### config.mk
export PLATFORM = sky130hd
export DESIGN_NAME = pipeline_stall_controller
export DESIGN_NICKNAME = d
export VERILOG_FILES = /design/src/rtl/ctrl_pkg.sv /design/src/rtl/sat_counter.sv /design/src/rtl/pipeline_stall_controller.sv
export SDC_FILE = /design/constraint.sdc
export NUM_CORES = 1
export LEC_CHECK = 0
export BUFFER_PORTS_ARGS = -buffer_cell sky130_fd_sc_hd__buf_2
export CORE_MARGIN = 2
export CORE_UTILIZATION = 40
export CTS_CLUSTER_DIAMETER = 40
export DETAILED_ROUTE_END_ITERATION = 12
export PLACE_DENSITY = 0.64
export SETUP_SLACK_MARGIN = 0.1
export SYNTH_ARGS = -nofsm -noshare
export SYNTH_HDL_FRONTEND = slang
export SYNTH_SLANG_ARGS = --single-unit
### constraint.sdc
create_clock -name clk -period 5.6 [get_ports clk]
set_input_delay 0 -clock clk [delete_from_list [all_inputs] [get_ports clk]]
set_output_delay 0 -clock clk [all_outputs]
set_load 0.005 [all_outputs]
### src/rtl/ctrl_pkg.sv
// rtl/ctrl_pkg.sv - shared FSM encoding and pipeline control vectors for the stall controller
package ctrl_pkg;

  localparam logic [1:0] RUN      = 2'd0;
  localparam logic [1:0] MEM_WAIT = 2'd1;
  localparam logic [1:0] HALT     = 2'd2;

  typedef enum logic [1:0] {
    S_RUN      = RUN,
    S_MEM_WAIT = MEM_WAIT,
    S_HALT     = HALT
  } state_e;

  // One bit per pipeline-register control; packed MSB first in this order.
  typedef struct packed {
    logic pc_we;
    logic if_id_we;
    logic if_id_flush;
    logic id_ex_we;
    logic id_ex_bubble;
    logic ex_mem_we;
    logic mem_wb_bubble;
  } ctrl_t;

  // Zeroed control word: nothing loads, nothing is flushed.
  localparam ctrl_t CTRL_NOP = '0;

  // Normal flow: every register loads, no bubbles.
  localparam ctrl_t CTRL_PASS = '{
    pc_we: 1'b1, if_id_we: 1'b1, if_id_flush: 1'b0,
    id_ex_we: 1'b1, id_ex_bubble: 1'b0, ex_mem_we: 1'b1,
    mem_wb_bubble: 1'b0
  };

  // Whole pipe frozen behind MEM; WB receives a bubble so nothing retires twice.
  localparam ctrl_t CTRL_FREEZE = '{
    pc_we: 1'b0, if_id_we: 1'b0, if_id_flush: 1'b0,
    id_ex_we: 1'b0, id_ex_bubble: 1'b0, ex_mem_we: 1'b0,
    mem_wb_bubble: 1'b1
  };

endpackage

### src/rtl/sat_counter.sv
// rtl/sat_counter.sv - W-bit counter that increments on inc and sticks at all-ones
//   clk   : clock
//   rst   : synchronous active-high clear
//   inc   : count this cycle
//   count : current value
module sat_counter #(
  parameter int W = 16
) (
  input  logic         clk,
  input  logic         rst,
  input  logic         inc,
  output logic [W-1:0] count
);

  logic [W-1:0] count_q;
  logic [W-1:0] count_d;

  always_comb begin
    count_d = count_q;
    if (inc && (count_q != '1)) begin
      count_d = count_q + 1'b1;
    end
  end

  always_ff @(posedge clk) begin
    if (rst) begin
      count_q <= '0;
    end else begin
      count_q <= count_d;
    end
  end

  assign count = count_q;

endmodule

### src/rtl/pipeline_stall_controller.sv
// rtl/pipeline_stall_controller.sv - stall/flush sequencer and memory watchdog for the 5-stage pipeline
//   clk, rst                 : clock, synchronous active-high reset
//   lu_hazard                : load-use hazard on the ID instruction
//   ex_branch_taken          : EX redirects the PC
//   mem_req, mem_ready       : data-memory access and its completion
//   pc_write_en .. mem_wb_bubble : per-register enables / flushes / bubbles
//   halted                   : watchdog tripped; cleared only by rst
//   stall_cnt, flush_cnt     : saturating performance counters
import ctrl_pkg::*;

module pipeline_stall_controller #(
  parameter int MEM_TIMEOUT = 16,
  parameter int CNT_W       = 16
) (
  input  logic             clk,
  input  logic             rst,
  input  logic             lu_hazard,
  input  logic             ex_branch_taken,
  input  logic             mem_req,
  input  logic             mem_ready,
  output logic             pc_write_en,
  output logic             if_id_write_en,
  output logic             if_id_flush,
  output logic             id_ex_write_en,
  output logic             id_ex_bubble,
  output logic             ex_mem_write_en,
  output logic             mem_wb_bubble,
  output logic             halted,
  output logic [CNT_W-1:0] stall_cnt,
  output logic [CNT_W-1:0] flush_cnt
);

  localparam int WAIT_W = (MEM_TIMEOUT < 1) ? 1 : $clog2(MEM_TIMEOUT + 1);
  localparam bit WDOG_EN = (MEM_TIMEOUT > 0);
  localparam logic [WAIT_W-1:0] WAIT_LAST =
    (MEM_TIMEOUT > 0) ? WAIT_W'(MEM_TIMEOUT - 1) : '0;
  localparam logic [WAIT_W-1:0] WAIT_MAX = '1;

  state_e            state_q, state_d;
  logic [WAIT_W-1:0] wait_cnt_q, wait_cnt_d;
  logic              mem_stall;
  ctrl_t             ctrl;
  logic              stall_inc;
  logic              flush_inc;

  assign mem_stall = mem_req & ~mem_ready;

  // Watchdog FSM. wait_cnt holds the number of consecutive stall cycles
  // already completed, so the edge closing the MEM_TIMEOUT-th one sees
  // wait_cnt == MEM_TIMEOUT-1.
  always_comb begin
    state_d    = state_q;
    wait_cnt_d = wait_cnt_q;
    unique case (state_q)
      S_RUN: begin
        wait_cnt_d = mem_stall ? WAIT_W'(1) : '0;
        if (mem_stall) begin
          // A one-cycle timeout trips on the very first stall cycle.
          state_d = (WDOG_EN && (WAIT_LAST == '0)) ? S_HALT : S_MEM_WAIT;
        end
      end
      S_MEM_WAIT: begin
        if (!mem_stall) begin
          state_d    = S_RUN;
          wait_cnt_d = '0;
        end else if (WDOG_EN && (wait_cnt_q == WAIT_LAST)) begin
          state_d = S_HALT;
        end else if (wait_cnt_q != WAIT_MAX) begin
          // Hold at the top when the watchdog is disabled rather than wrap.
          wait_cnt_d = wait_cnt_q + 1'b1;
        end
      end
      S_HALT: begin
        state_d = S_HALT;
      end
      default: begin
        state_d    = S_RUN;
        wait_cnt_d = '0;
      end
    endcase
  end

  always_ff @(posedge clk) begin
    if (rst) begin
      state_q    <= S_RUN;
      wait_cnt_q <= '0;
    end else begin
      state_q    <= state_d;
      wait_cnt_q <= wait_cnt_d;
    end
  end

  // Priority decode. A stalled memory freezes everything, so a pending
  // branch or load-use simply waits in place and is seen again on release.
  always_comb begin
    ctrl      = CTRL_PASS;
    stall_inc = 1'b0;
    flush_inc = 1'b0;
    if (state_q == S_HALT) begin
      ctrl      = CTRL_FREEZE;
      stall_inc = 1'b1;
    end else if (mem_stall) begin
      ctrl      = CTRL_FREEZE;
      stall_inc = 1'b1;
    end else if (ex_branch_taken) begin
      // The ID instruction is on the wrong path, so its load-use is moot.
      ctrl.if_id_flush  = 1'b1;
      ctrl.id_ex_bubble = 1'b1;
      flush_inc         = 1'b1;
    end else if (lu_hazard) begin
      ctrl.pc_we        = 1'b0;
      ctrl.if_id_we     = 1'b0;
      ctrl.id_ex_bubble = 1'b1;
      stall_inc         = 1'b1;
    end
  end

  assign pc_write_en     = ctrl.pc_we;
  assign if_id_write_en  = ctrl.if_id_we;
  assign if_id_flush     = ctrl.if_id_flush;
  assign id_ex_write_en  = ctrl.id_ex_we;
  assign id_ex_bubble    = ctrl.id_ex_bubble;
  assign ex_mem_write_en = ctrl.ex_mem_we;
  assign mem_wb_bubble   = ctrl.mem_wb_bubble;
  assign halted          = (state_q == S_HALT);

  sat_counter #(.W(CNT_W)) u_stall_cnt (
    .clk   (clk),
    .rst   (rst),
    .inc   (stall_inc),
    .count (stall_cnt)
  );

  sat_counter #(.W(CNT_W)) u_flush_cnt (
    .clk   (clk),
    .rst   (rst),
    .inc   (flush_inc),
    .count (flush_cnt)
  );

endmodule

==> impl_summary.txt <==
----------------------------------------------------
[Logic synthesis]
  Leading post-synthesis cells by cell area ... dfxtp_1, a21oi_1, nor2_1
  EDFF count, synth ... 0
  Number of distinct standard cells referenced by the synthesized netlist ... 42
  Post-synth ARST share ... 0%
  Proportion of synthesized chip area in sequential cells ... 36.9%
  Post-synthesis net count ... 264
  Post-synth top area share ... 36.9%
  Synth warn ... 0
  Synth Cell Area ... 2120 µm²
  Top_reg_cell synth ... dfxtp_1
  Avg Inst Size Synth ... 8.36 µm²
  Cell type with the largest total area after synthesis ... dfxtp_1
  Synth Instances ... 253
  Post-synthesis register bit count ... 39

[Critical path]
  Critical path endpoint category ... flop
  Type of the setup path with the least slack ... flop to flop
  Required arrival time at the worst endpoint ... 5790 ps
  Worst setup SP type ... flop
  Worst setup path startpoint ... state_q[0]
  Data arrival, critical path ... 2410 ps
  Max Fanout on Critical Path ... 20
  R2r setup slk ... 3380 ps
  RR Endpoint ... u_stall_cnt.count[7]
  Critical Path End ... u_stall_cnt.count[7]
  RR Startpoint ... state_q[0]
  Worst R2R Path Depth ... 5

[Floorplanning]
  Die extent in x ... 76.7 µm
  Die height ... 76.7 µm
  Num rows ... 26
  Starting density of the core ... 41.4%
  Die Outline Area ... 5890 µm²
  Placeable Area ... 5110 µm²
  Number of top-level design ports ... 46

[Outcome]
  Status ... finished clean

[Finish]
  Final-stage net count ... 304
  Design Area, Final ... 2470 µm²
  Core Util, Final ... 48.4%
  Most frequent cells in the layout ... buf_2, dfxtp_1, nor2_1
  Count of fill cells added during filler insertion ... 506
  Syn-to-layout area delta ... 16.7%
  Leading cell type in the layout, fill and taps excluded ... buf_2
  # diodes ... 0
  Fraction of layout cells with a size suffix above 1 ... 23.1%

[Global routing]
  Overflow after GRT ... 0
  Maximum number of pins on one net before global-route repair ... 40
  Total routing resource utilization after global routing ... 18.3%
  Global-route wire length before repair ... 8920 µm
  Fraction of met3 tracks used by global routing ... 4.59%
  Number of antenna violations at the first check in global routing ... 0
  Met1 routing resource usage after global routing ... 25.0%
  Global-route track usage on met2 ... 27.9%
  Vias in the first global route ... 1,909
  Most used routing layer ... met2

[CTS]
  Insertion delay of the later-clocked pin in the worst-skew pair ... 300 ps
  Root buffer selected by CTS ... clkbuf_8
  H-Tree Depth ... 2
  Hold-fix buffers at CTS ... 0
  Clock slew at the register clock pins of the worst setup and hold paths ... 80 ps
  TritonCTS sink count ... 39
  Number of buffers inserted during clock tree synthesis ... 5
  CTS Buffer Depth ... 2
  Resized Gates After CTS ... 0
  # Post-CTS Setup Buffers ... 0
  Clock tree from TritonCTS ... yes

[Placed design]
  Post-place setup slack ... 3380 ps
  Post-detailed-placement half-perimeter wirelength ... 3660 µm
  Post-detailed-placement cell area ... 2370 µm²
  Port Buf Inserts ... 45
  GPL Wtd Cong ... 0.748

[Detailed routing]
  DR pass1 iterations ... 4
  Drt drc ... 0
  Via-to-Cell Ratio ... 5.68
  DRT iter0 DRCs ... 105
  Residual antenna-violating net count after detailed routing ... 0
  Per-cell routed wire length ... 13.9 µm
  Post-Route WL ... 5060 µm
  Routed vias ... 2,068

[Flow run]
  Max cap viols ... 0

[STA]
  Post-route clock period utilization ... 39.6%
  Worst Slack Setup Final ... 3380 ps
  Maximum operating frequency ... 451 MHz
  Number of setup violations in the final report ... 0
  Headroom to the max-slew limit ... 31.2%
  Final Hold Viols ... 0
  Worst Max-Slew Pin Slew ... 1030 ps
  Shortest period the worst path allows ... 2220 ps
  Setup tns final ... 0 ps
  RSZ-0062 raised after global routing ... no
  Clk_skew ... 10.1 ps
  Final Slew Violations ... 0
  Min Hold Slack ... 152 ps

[Pwr]
  Static leakage ... 0.000938 µW
  Worst IR drop on VDD ... 0.0929 mV
  Power per Cell Area ... 215 nW/µm²

[Worst hold path]
  Min-Delay Path Depth ... 3
  Worst hold-check path type ... input pin to flop

----------------------------------------------------
[metal layers]
layer / up-vias / wire length, µm
met5: - / 0
met1: 973 / 2550
met4: 0 / 72
met3: 8 / 247
met2: 40 / 2190
li1: 1047 / -
[registers in the layout (all words and copies together) (netlist names)]
signal / count
u_flush_cnt.count: 16
state_q: 2
u_stall_cnt.count: 16
wait_cnt_q: 5
[stage by stage]
step	total power, µW	std cells
global placement	326	356
finish	531	364
global route	555	364
floorplan	314	253
detailed placement	327	356
CTS	536	364
[power by group]
part / internal (µW) / switching [µW] / leakage [µW]
Sequential: 281 / 4.15 / 0.000315
Clock: 112 / 98.3 / 0.0000515
Combinational: 13.2 / 21.8 / 0.000571
Total: 406 / 124 / 0.000938
[area by class of cell]
| class | instances | area, µm² | share of cell area, % |
|---|---|---|---|
| multi-input combinational | 190 | 1220 | 49.5 |
| sequential | 39 | 781 | 31.6 |
| timing repair buffer | 46 | 233 | 9.42 |
| clock buffer | 8 | 100 | 4.05 |
| tap | 70 | 87.6 | 3.55 |
| inverter | 11 | 46.3 | 1.87 |
[synth_stat cells, types with 2 or more instances]
library cell and instances:
o21ai_0 6, xor2_1 2, a311oi_1 3, mux2i_1 3, mux2_2 6, a211oi_1 2
or4_1 10, ha_1 5, clkbuf_1 9, and4_1 3, o211ai_1 3, a31oi_1 3
and3_1 5, nor2_1 24, buf_6 2, nand4_1 9, nor4_1 9, inv_1 10
nand3_1 7, o31ai_1 11, nand2_1 16, buf_4 2, o41ai_1 5, nor2b_1 7
or4b_2 4, dfxtp_1 39, a21oi_1 21, nand2b_1 3, or3_1 4, nor3_1 8
[cell families after synthesis]
family,Yosys count,synth area share (%)
fa+ha+maj,5,2.96
compound gates,60,18.6
buf+inv,24,5.56
mux,9,4.61
simple gates,114,30.5
flops,39,36.9
xor+xnor,2,0.828
[worst min path at each step]
stage | from | to | slack (ps)
floorplan | lu_hazard | id_ex_bubble | 120
global placement | lu_hazard | id_ex_bubble | 320
detailed placement | lu_hazard | id_ex_bubble | 330
finish | mem_req | state_q[0] | 150
global route | mem_req | state_q[0] | 180
CTS | mem_req | state_q[0] | 130
[worst max-delay path, stage by stage (launching register included)]
cell and delay, ps:
dfxtp_1 360, nand2b_1 360, inv_6 80, nor3_2 850
nor4_1 160, mux2_2 310
No activity file was read; power rests on OpenSTA's default activity.
